===== src/rtl/pc_fetch.sv =====
`default_nettype none
// ============================================================================
// pc_fetch : instruction-fetch stage; owns the PC, one read in flight on a
//            req/ack/rvalid bus, presents {if_pc, if_inst} to IF/ID.
// Revision : 1.0
// ============================================================================
module pc_fetch #(
   parameter logic [31:0] RESET_PC = 32'h0000_0000
) (
   input  logic        clk,
   input  logic        rst,
   input  logic [5:0]  stall,
   input  logic        branch_flag_i,
   input  logic [31:0] branch_target,
   input  logic        flush_i,
   input  logic [31:0] new_pc_i,
   output logic        inst_req,
   output logic [31:0] inst_addr,
   input  logic        inst_ack,
   input  logic        inst_rvalid,
   input  logic [31:0] inst_rdata,
   output logic [31:0] if_pc,
   output logic [31:0] if_inst,
   output logic        stallreq
);

   typedef enum logic [1:0] {
      S_REQ   = 2'd0,
      S_WAIT  = 2'd1,
      S_VALID = 2'd2,
      S_DROP  = 2'd3
   } state_e;

   state_e      state_q, state_d;
   logic [31:0] pc_q, pc_d;
   logic        pend_br_q, pend_br_d;
   logic [31:0] br_tgt_q, br_tgt_d;
   logic [31:0] inst_buf_q, inst_buf_d;
   logic        req_en_q;
   logic        req_w;
   logic        valid_w;
   logic [31:0] next_pc_w;
   logic        stall_unused_w;

   // Only bit 0 of the ctrl stall vector concerns this stage.
   assign stall_unused_w = &{1'b0, stall[5:1]};

   // req_en_q keeps inst_req low during reset and until the first edge after release.
   assign req_w     = req_en_q && (state_q == S_REQ);
   assign valid_w   = (state_q == S_VALID);
   assign inst_req  = req_w;
   assign inst_addr = pc_q;
   assign if_pc     = valid_w ? pc_q : 32'd0;
   assign if_inst   = valid_w ? inst_buf_q : 32'd0;
   assign stallreq  = !valid_w;

   // A branch resolved in the same cycle as the delay slot leaves takes effect directly.
   assign next_pc_w = branch_flag_i ? branch_target :
                      (pend_br_q ? br_tgt_q : pc_q + 32'd4);

   always_comb begin
      state_d    = state_q;
      pc_d       = pc_q;
      pend_br_d  = pend_br_q;
      br_tgt_d   = br_tgt_q;
      inst_buf_d = inst_buf_q;

      if (branch_flag_i) begin
         pend_br_d = 1'b1;
         br_tgt_d  = branch_target;
      end

      if (flush_i) begin
         pc_d      = new_pc_i;
         pend_br_d = 1'b0;
         case (state_q)
            S_REQ:   state_d = (req_w && inst_ack) ? S_DROP : S_REQ;
            S_WAIT:  state_d = inst_rvalid ? S_REQ : S_DROP;
            // A read is still outstanding until its rvalid is seen.
            S_DROP:  state_d = inst_rvalid ? S_REQ : S_DROP;
            default: state_d = S_REQ;
         endcase
      end else begin
         case (state_q)
            S_REQ: begin
               if (req_w && inst_ack) state_d = S_WAIT;
            end
            S_WAIT: begin
               if (inst_rvalid) begin
                  inst_buf_d = inst_rdata;
                  state_d    = S_VALID;
               end
            end
            S_VALID: begin
               if (!stall[0]) begin
                  pc_d      = next_pc_w;
                  pend_br_d = 1'b0;
                  state_d   = S_REQ;
               end
            end
            S_DROP: begin
               if (inst_rvalid) state_d = S_REQ;
            end
            default: state_d = S_REQ;
         endcase
      end
   end

   always_ff @(posedge clk or negedge rst) begin
      if (!rst) begin
         state_q    <= S_REQ;
         pc_q       <= RESET_PC;
         pend_br_q  <= 1'b0;
         br_tgt_q   <= 32'd0;
         inst_buf_q <= 32'd0;
         req_en_q   <= 1'b0;
      end else begin
         state_q    <= state_d;
         pc_q       <= pc_d;
         pend_br_q  <= pend_br_d;
         br_tgt_q   <= br_tgt_d;
         inst_buf_q <= inst_buf_d;
         req_en_q   <= 1'b1;
      end
   end

endmodule
`default_nettype wire


===== config.mk =====
export PLATFORM = sky130hd
export DESIGN_NAME = pc_fetch
export DESIGN_NICKNAME = d
export VERILOG_FILES = /design/src/rtl/pc_fetch.sv
export SDC_FILE = /design/constraint.sdc
export NUM_CORES = 1
export LEC_CHECK = 0
export CORE_MARGIN = 5
export CORE_UTILIZATION = 45
export CTS_CLUSTER_SIZE = 16
export DETAILED_ROUTE_END_ITERATION = 10
export PLACE_DENSITY_LB_ADDON = 0.3
export SLEW_MARGIN = 20
export SYNTH_ARGS = -nofsm -noshare
export SYNTH_HDL_FRONTEND = slang
export SYNTH_SLANG_ARGS = --single-unit

===== constraint.sdc =====
create_clock -name clk -period 2.6 [get_ports clk]
set_clock_uncertainty 0.2 [all_clocks]
set_input_delay 0.52 -clock clk [delete_from_list [all_inputs] [get_ports clk]]
set_output_delay 0.52 -clock clk [all_outputs]
set_load 0.05 [all_outputs]

Word-level counts from Yosys, hierarchy flattened
Cells that the tools add are included.

word-level totals
  register bits after elaboration = 100
  bits in latches = 0
  memory bits (writable) = 0
  ROM bits = 0
  input bits = 108
  output and inout port bits = 98
  logic and storage cells = 45
  memories = 0

cells by class
  $add $sub $neg = 1
  $mul = 0
  divide/modulo/power cells = 0
  magnitude comparators = 0
  eq/ne operators = 8
  shift operators = 0
  muxes and demuxes = 20
  bitwise gates (word level) = 1
  reduce and logical (&&, ||, !) cells = 9

operators with widths
  cell                     count
  $mux W32                 7
  $add A32 B3 Y32 const B  1
  $mux W2                  7
  $ne A3 B3 Y1 const B     3
  $pmux W2 S4              1
  $eq A2 B2 Y1 const B     2
  $mux W1                  4
  $pmux W2 S2              1
  $reduce_and A4 Y1        1
  $ne A3 B2 Y1 const B     1
  $reduce_and A3 Y1        1
  $eq A2 B1 Y1 const B     1
  $logic_and A1 B1 Y1      2
  $logic_not A2 Y1         1
  $ne A2 B1 Y1 const B     1
  $reduce_and A2 Y1        1
  $reduce_bool A2 Y1       1
  $reduce_or A2 Y1         1
  $logic_not A1 Y1         1
  $not A1 Y1               1

Logic depth before layout (Yosys ltp)
Gate-level depths: netlist (run 1).

  word-level depth = 6
  depth in mapped cells = 8
  gate-level depth less buffers = 6

Worst setup path after synthesis (run 1)
No wires, ideal clock.

  kind = reg2reg
  start = reg pc_q[2] (netlist: inst_addr[2])
  end = reg pc_q[30] (netlist: inst_addr[30])
  library setup time = 123 ps
  arrival time = 2382 ps
  data required time = 2277 ps
  setup slack = -105 ps
  cell stages (with the launch flop) = 8
  buffers on the path = 1
  clock period less this slack = 2705 ps
  cell sequence = dfrtp_1 > ha_1 > nand4_1 > or4_4 > buf_6 > nor3_1 > mux2_2 > o221a_2

between the ends
  word-level cells in the longest chain between the ends = 6

ends and longest elaborated chain
  item                    RTL line  text
  start, declared         35        logic [31:0] pc_q, pc_d;
  start signal, assigned  119       pc_q <= pc_d;
  $add A32 B3 Y32         59        (pend_br_q ? br_tgt_q : pc_q + 32'd4);
  $mux W32                59
  $mux W32                58        assign next_pc_w = branch_flag_i ? branch_target :
  $mux W32                95        if (!stall[0]) begin
  $mux W32                84        case (state_q)
  $mux W32                73        if (flush_i) begin

No other way between the ends. The select of a mux whose other input is x is not followed.
A chain may end at the register's enable or synchronous reset.

Worst setup path in the final report (run 1)
  start = reg pc_q[14] (netlist: inst_addr[14])
  end = reg pc_q[30] (netlist: inst_addr[30])

The elaborated chain is that of the path after synthesis.

==> metrics.txt, run 1 <==
status completed; TritonCTS Buffers 9; clock period minus worst slack 2.46 ns; I/O Buffers 200; power share of the sequential group 33.9%; clock share of power 20.5%; Int Power 3.87 mW; Max H-tree Level 3; Place WS -0.0612 ns; Hold Path Origin inst_buf_q[15]$_DFFE_PN0P_; drt total wl 18.7 mm; Power Total 6.24 mW; share of cells above drive strength 1 24.8%; Hold WC Path Type reg -> reg; crit-path max FO 10; fin crit share 94.8%; routed vias 5459; Clock Latency Late Sink 0.34 ns; sequential area share after synthesis 44.7%; clk buf depth 2; dominant cell type by area after synthesis dfrtp_1; TritonCTS clock tree built; clk slew on worst S/H paths 0.08 ns; Sw Share 38.0%; initial antenna violation count 0; Routed WL per cell 19.5 um; site row count 40; mapped cell area 0.00560 mm2; highest clock rate 406 MHz; Synth cell types 60; Rel. slew slack 61.7%; final hold violation count 0; Metal-1 WL 7.10 mm; Routability Congestion 0.962; Fill cells 891; core area 0.0121 mm2; Multi-input gate area 0.00283 mm2; diode count 0; die area 0.0148 mm2; clock sink count 100; Synth top area share 44.7%; highest metal used met4; Worst Slack Setup Final 0.136 ns; synthesized net count 690; Cell Pwr Density 702 mW/mm2; Final ANT Viol Nets 0; GRT overflow 0; worst ir drop on vdd 470 uV; area delta synth->final 58.8%; width of the chip 122 um; Final Setup Violations 0; Logic pwr share 45.6%; synthesized flop and latch total 100; Arrival @ worst endpoint 2.50 ns; CP startpoint inst_addr[14]$_DFFE_PN0P_; Async SR Flop Fraction 100%; io pins 206; routed length on met2 8.89 mm; syn_area_per_cell 9.63 um2; CP Class reg -> reg; largest net degree at the start of global routing 50; drt pass-1 iters 5; Max Cap Viol 0; P_leak 3.61 nW; clock root buffer clkbuf_16; CP startpoint kind flop; r2r startpoint inst_addr[14]$_DFFE_PN0P_; Die Y 122 um; largest cells by area after synthesis dfrtp_1 45%, mux2_2 11%, and2_1 6.8%, o21ai_0 3.4%, nand2_1 3.0%; initial core utilization 46.2%; DR DRC count 0; RSZ-0062 raised after global routing no; DR iter-0 viols 448; Tot GR Track Use 25.4%; nets@finish 897; Yosys warning total 0; vias in the first global route 5468; placed insts 944; cells after synthesis 581; commonest non-fill, non-tap cell in the layout clkdlybuf4s50_1; global-route wire length before repair 29.6 mm; sequential cell area 0.00251 mm2; Slew Viols, Final 0; vias per cell 5.68; Post-synth EDFFs 0; WP data required 2.64 ns; half-perimeter wire length after placement 14.4 mm; ys flop type dfrtp_1; crit end category flop; worst-margin pin slew 0.573 ns; met3 wire len 2.17 mm; non-filler instance count after layout 961; Switch Pwr 2.37 mW; commonest non-fill, non-tap cells in the layout 131 x clkdlybuf4s50_1, 94 x dfrtp_1, 68 x buf_12
==> power by group through the flow <==
stage,clock [mW],combinational (mW),sequential [mW]
after floorplan,0,1.28,2.33
after global placement,0,2.78,2.11
after detailed placement,0,2.85,2.14
after CTS,1.31,2.85,2.11
after global routing,1.38,2.98,2.16
final,1.28,2.84,2.11
==> routing by layer <==
metal	up-vias	global-route usage (%)
li1	2499	-
met2	313	41.2
met1	2600	32.0
met5	-	0
met3	47	8.44
met4	0	8.40
==> timing repair <==
item | 4_1_cts | 5_1_grt
hold buffers | 1 | 0
setup buffers | 0 | 0
hold endpoints to repair | 24 | 0
resized for setup | 0 | 1
endpoints found under the setup margin | 0 | 1
==> cells by family after synthesis <==
group | share of synthesized area, %
simple gates | 20.5
compound gates | 15.2
flops | 44.7
mux | 13.4
buf+inv | 4.90
xor+xnor | 0.939
fa+ha+maj | 0.224
other cells | 0.0670
==> final cells by class <==
| class | instances | area share (%) |
|---|---|---|
| clock inverter | 7 | 0.634 |
| timing repair buffer | 240 | 33.6 |
| clock buffer | 9 | 2.53 |
| sequential | 100 | 28.2 |
| tap | 168 | 2.37 |
| multi-input combinational | 419 | 31.9 |
| inverter | 18 | 0.760 |
==> state kept, by name, indices dropped and copies added, names as in the netlist <==
register,flops
br_tgt_q,32
inst_addr,32
inst_buf_q,32
pend_br_q,1
req_en_q,1
state_q,2
==> synth_stat cells, types with 7 or more instances <==
cell type  number
clkbuf_1       34
nor2_1         32
inv_1          17
a31oi_1        10
a221oi_1       11
nor3_1         18
nor4_1          8
o21ai_0        38
nand3_1        13
nand2_1        44
nand4_1         7
dfrtp_1       100
and2_1         61
mux2i_1        12
mux2_2         56
a21oi_1        24
==> worst max-delay path, stage by stage, from the launching register on <==
cell and delay (ns):
dfrtp_2 0.45, nand4_4 0.20, or4_4 0.68, nor3_1 0.24, mux2_2 0.36, o221a_2 0.22
==> path summary, 6_finish.rpt <==
kind	endpoint	slack, ns	depth (start not counted)
worst max-delay path	inst_addr[30]$_DFFE_PN0P_	0.14	5
worst min-delay path	inst_buf_q[15]$_DFFE_PN0P_	0.30	1
worst max register to register	inst_addr[30]$_DFFE_PN0P_	0.14	5
worst min register to register	inst_buf_q[15]$_DFFE_PN0P_	0.30	1
max in group asynchronous	inst_buf_q[20]$_DFFE_PN0P_	1.09	3
min in group asynchronous	inst_buf_q[12]$_DFFE_PN0P_	0.44	2
==> per-stage QoR <==
| stage | util [%] | setup TNS (ns) | instance area, um2 | hold WS [ns] |
|---|---|---|---|---|
| after CTS | 73.3 | 0 | 8880 | 0.303 |
| final | 73.4 | 0 | 8880 | 0.299 |
| after global routing | 73.4 | 0 | 8880 | 0.314 |
| after floorplan | - | 0 | 5600 | 0.0244 |
| after detailed placement | 70.9 | -0.0642 | 8590 | 0.269 |
| after global placement | 70.9 | -0.00287 | 8590 | 0.267 |
Power figures use the tool's default switching activity.
==> run 2: changes to the inputs <==
--- a/config.mk
+++ b/config.mk
@@ -9,7 +9,9 @@
 export CORE_UTILIZATION = 45
 export CTS_CLUSTER_SIZE = 16
 export DETAILED_ROUTE_END_ITERATION = 10
-export PLACE_DENSITY_LB_ADDON = 0.3
+export GPL_ROUTABILITY_DRIVEN = 0
+export HOLD_SLACK_MARGIN = 0.12
+export PLACE_DENSITY = 0.79
 export SLEW_MARGIN = 20
 export SYNTH_ARGS = -nofsm -noshare
 export SYNTH_HDL_FRONTEND = slang
==> run 2 against run 1 <==
Effect of this change:
- cell area about the same
- clock power grew 7%
- wire length grew 3.1%
- sequential share of layout area barely moved
- fmax grew 0.27%
- largest cell class unchanged
- flip-flop and latch count unchanged
- clock-buffer cell count rose by 2
- register-to-register slack hardly changed
- highest routed layer unchanged
- die area stayed put
==> metrics.txt, run 2 (synthesis gave the netlist of run 1 again) <==
Rel. slew slack 60.0% (-1.7 points); Arrival @ worst endpoint 1.74 ns (-0.76 ns); I/O Buffers 200 (unchanged); power share of the sequential group 33.8% (about the same); die area 0.0148 mm2 (unchanged); Place WS -0.115 ns (-0.0540 ns); Max H-tree Level 3 (unchanged); RSZ-0062 raised after global routing no; vias per cell 5.74 (+1.0%); Crit path buffers/inverters 2 (+2); Worst Slack Setup Final 0.143 ns (+0.00658 ns); io pins 206 (unchanged); P_leak 3.60 nW (-0.15%); flop2flop setup slack 0.15 ns (about the same); WP data required 1.88 ns (-0.76 ns); Hold WC Path Type reg -> reg; Die Y 122 um (unchanged); diode count 0 (unchanged); crit-path cells buf_4, clkdlybuf4s50_1; clock share of power 21.7% (+1.2 points); commonest non-fill, non-tap cell in the layout clkdlybuf4s50_1; crit-path max FO 5 (-5); Max Cap Viol 0 (unchanged); largest net degree at the start of global routing 44 (-12%); commonest non-fill, non-tap cells in the layout 131 x clkdlybuf4s50_1, 94 x dfrtp_1, 67 x buf_12; Switch Pwr 2.38 mW (+0.32%); Cell Pwr Density 713 mW/mm2 (+1.6%); GRT overflow 0 (unchanged); area delta synth->final 58.7% (about the same); clk buf depth 2 (unchanged); DR iter-0 viols 584 (+30%); Routed WL per cell 20.1 um (+3.1%); slowest CP cell clkdlybuf4s50_1; clk slew on worst S/H paths 0.07 ns (about the same); highest clock rate 407 MHz (+0.27%); Sw Share 37.6% (-0.44 points); cells resized by post-CTS repair 0 (unchanged); initial core utilization 46.2% (unchanged); clock period minus worst slack 2.46 ns (-0.00658 ns); Logic pwr share 44.5% (-1.1 points); nets@finish 897 (unchanged); clock sink count 100 (unchanged); vias in the first global route 5484 (+0.29%); clock root buffer clkbuf_16; drt total wl 19.3 mm (+3.1%); TritonCTS clock tree built; share of cells above drive strength 1 24.6% (-0.25 points); Slew Viols, Final 0 (unchanged); initial antenna violation count 0 (unchanged); Int Power 3.95 mW (+2.2%); DR DRC count 0 (unchanged); width of the chip 122 um (unchanged); Hold-fix buffers, CTS 1 (unchanged); Layout Utilization 73.3% (about the same); routed vias 5515 (+1.0%); Tot GR Track Use 26.0% (+0.60 points); Crit path max-delay family buffers and inverters; worst ir drop on vdd 572 uV (+22%); crit-path max cell delay 0.81 ns (+0.13 ns); half-perimeter wire length after placement 14.9 mm (+3.0%); TritonCTS Buffers 9 (unchanged); core area 0.0121 mm2 (unchanged); status completed; CP startpoint kind flop; Power Total 6.33 mW (+1.5%); Final Setup Violations 0 (unchanged); final hold slack 0.298 ns (-0.000504 ns); Final ANT Viol Nets 0 (unchanged); CP Class reg -> out; Clock Latency Late Sink 0.34 ns (about the same); crit end category primary output; site row count 40 (unchanged); final hold violation count 0 (unchanged); setup repair bufs after CTS 0 (unchanged); global-route wire length before repair 30.2 mm (+1.9%); fin crit share 94.5% (-0.25 points); worst-margin pin slew 0.598 ns (+0.0251 ns); drt pass-1 iters 5 (unchanged)
-- run 2: power by group through the flow --
| stage | clock [mW] | combinational, mW | sequential (mW) |
|---|---|---|---|
| global route | 1.44 | 2.96 | 2.20 |
| global placement | 0 | 2.76 | 2.13 |
| floorplan | 0 | 1.28 | 2.33 |
| finish | 1.37 | 2.82 | 2.14 |
| CTS | 1.38 | 2.83 | 2.14 |
| detailed placement | 0 | 2.82 | 2.17 |
-- run 2: final timing paths --
check,start,end,cells past startpoint
setup reg to reg,inst_addr[2]$_DFFE_PN0P_,inst_addr[30]$_DFFE_PN0P_,6
max in group asynchronous,rst,inst_buf_q[25]$_DFFE_PN0P_,3
hold reg to reg,inst_buf_q[2]$_DFFE_PN0P_,inst_buf_q[2]$_DFFE_PN0P_,1
hold / removal,inst_buf_q[2]$_DFFE_PN0P_,inst_buf_q[2]$_DFFE_PN0P_,1
setup / recovery,inst_addr[6]$_DFFE_PN0P_,inst_addr[6],2
min in group asynchronous,rst,inst_buf_q[17]$_DFFE_PN0P_,2
-- run 2: per-layer routing --
metal	track usage, %	share of wire, %	wire length (um)	vias up
met4	7.84	2.6	500	0
met1	32.8	38	7400	2638
li1	-	-	-	2497
met2	43.2	49	9390	335
met3	7.69	10	2000	45
met5	0	0	0	-
-- run 2: per-stage QoR --
step | instance area, um2 | cells | TNS (ns)
final | 8880 | 961 | 0
after global routing | 8880 | 961 | 0
after CTS | 8880 | 961 | 0
after detailed placement | 8580 | 944 | -0.630
after global placement | 8580 | 944 | -0.323
after floorplan | 5600 | 581 | 0
-- run 2: area by class of cell --
cell class / instances / area (um2)
Inverter: 18 / 67.6
Clock inverter: 5 / 60.1
Sequential cell: 100 / 2510
Timing Repair Buffer: 240 / 2970
Tap cell: 168 / 210
Multi-Input combinational cell: 419 / 2830
Fill cell: 864 / 3230
Clock buffer: 11 / 233
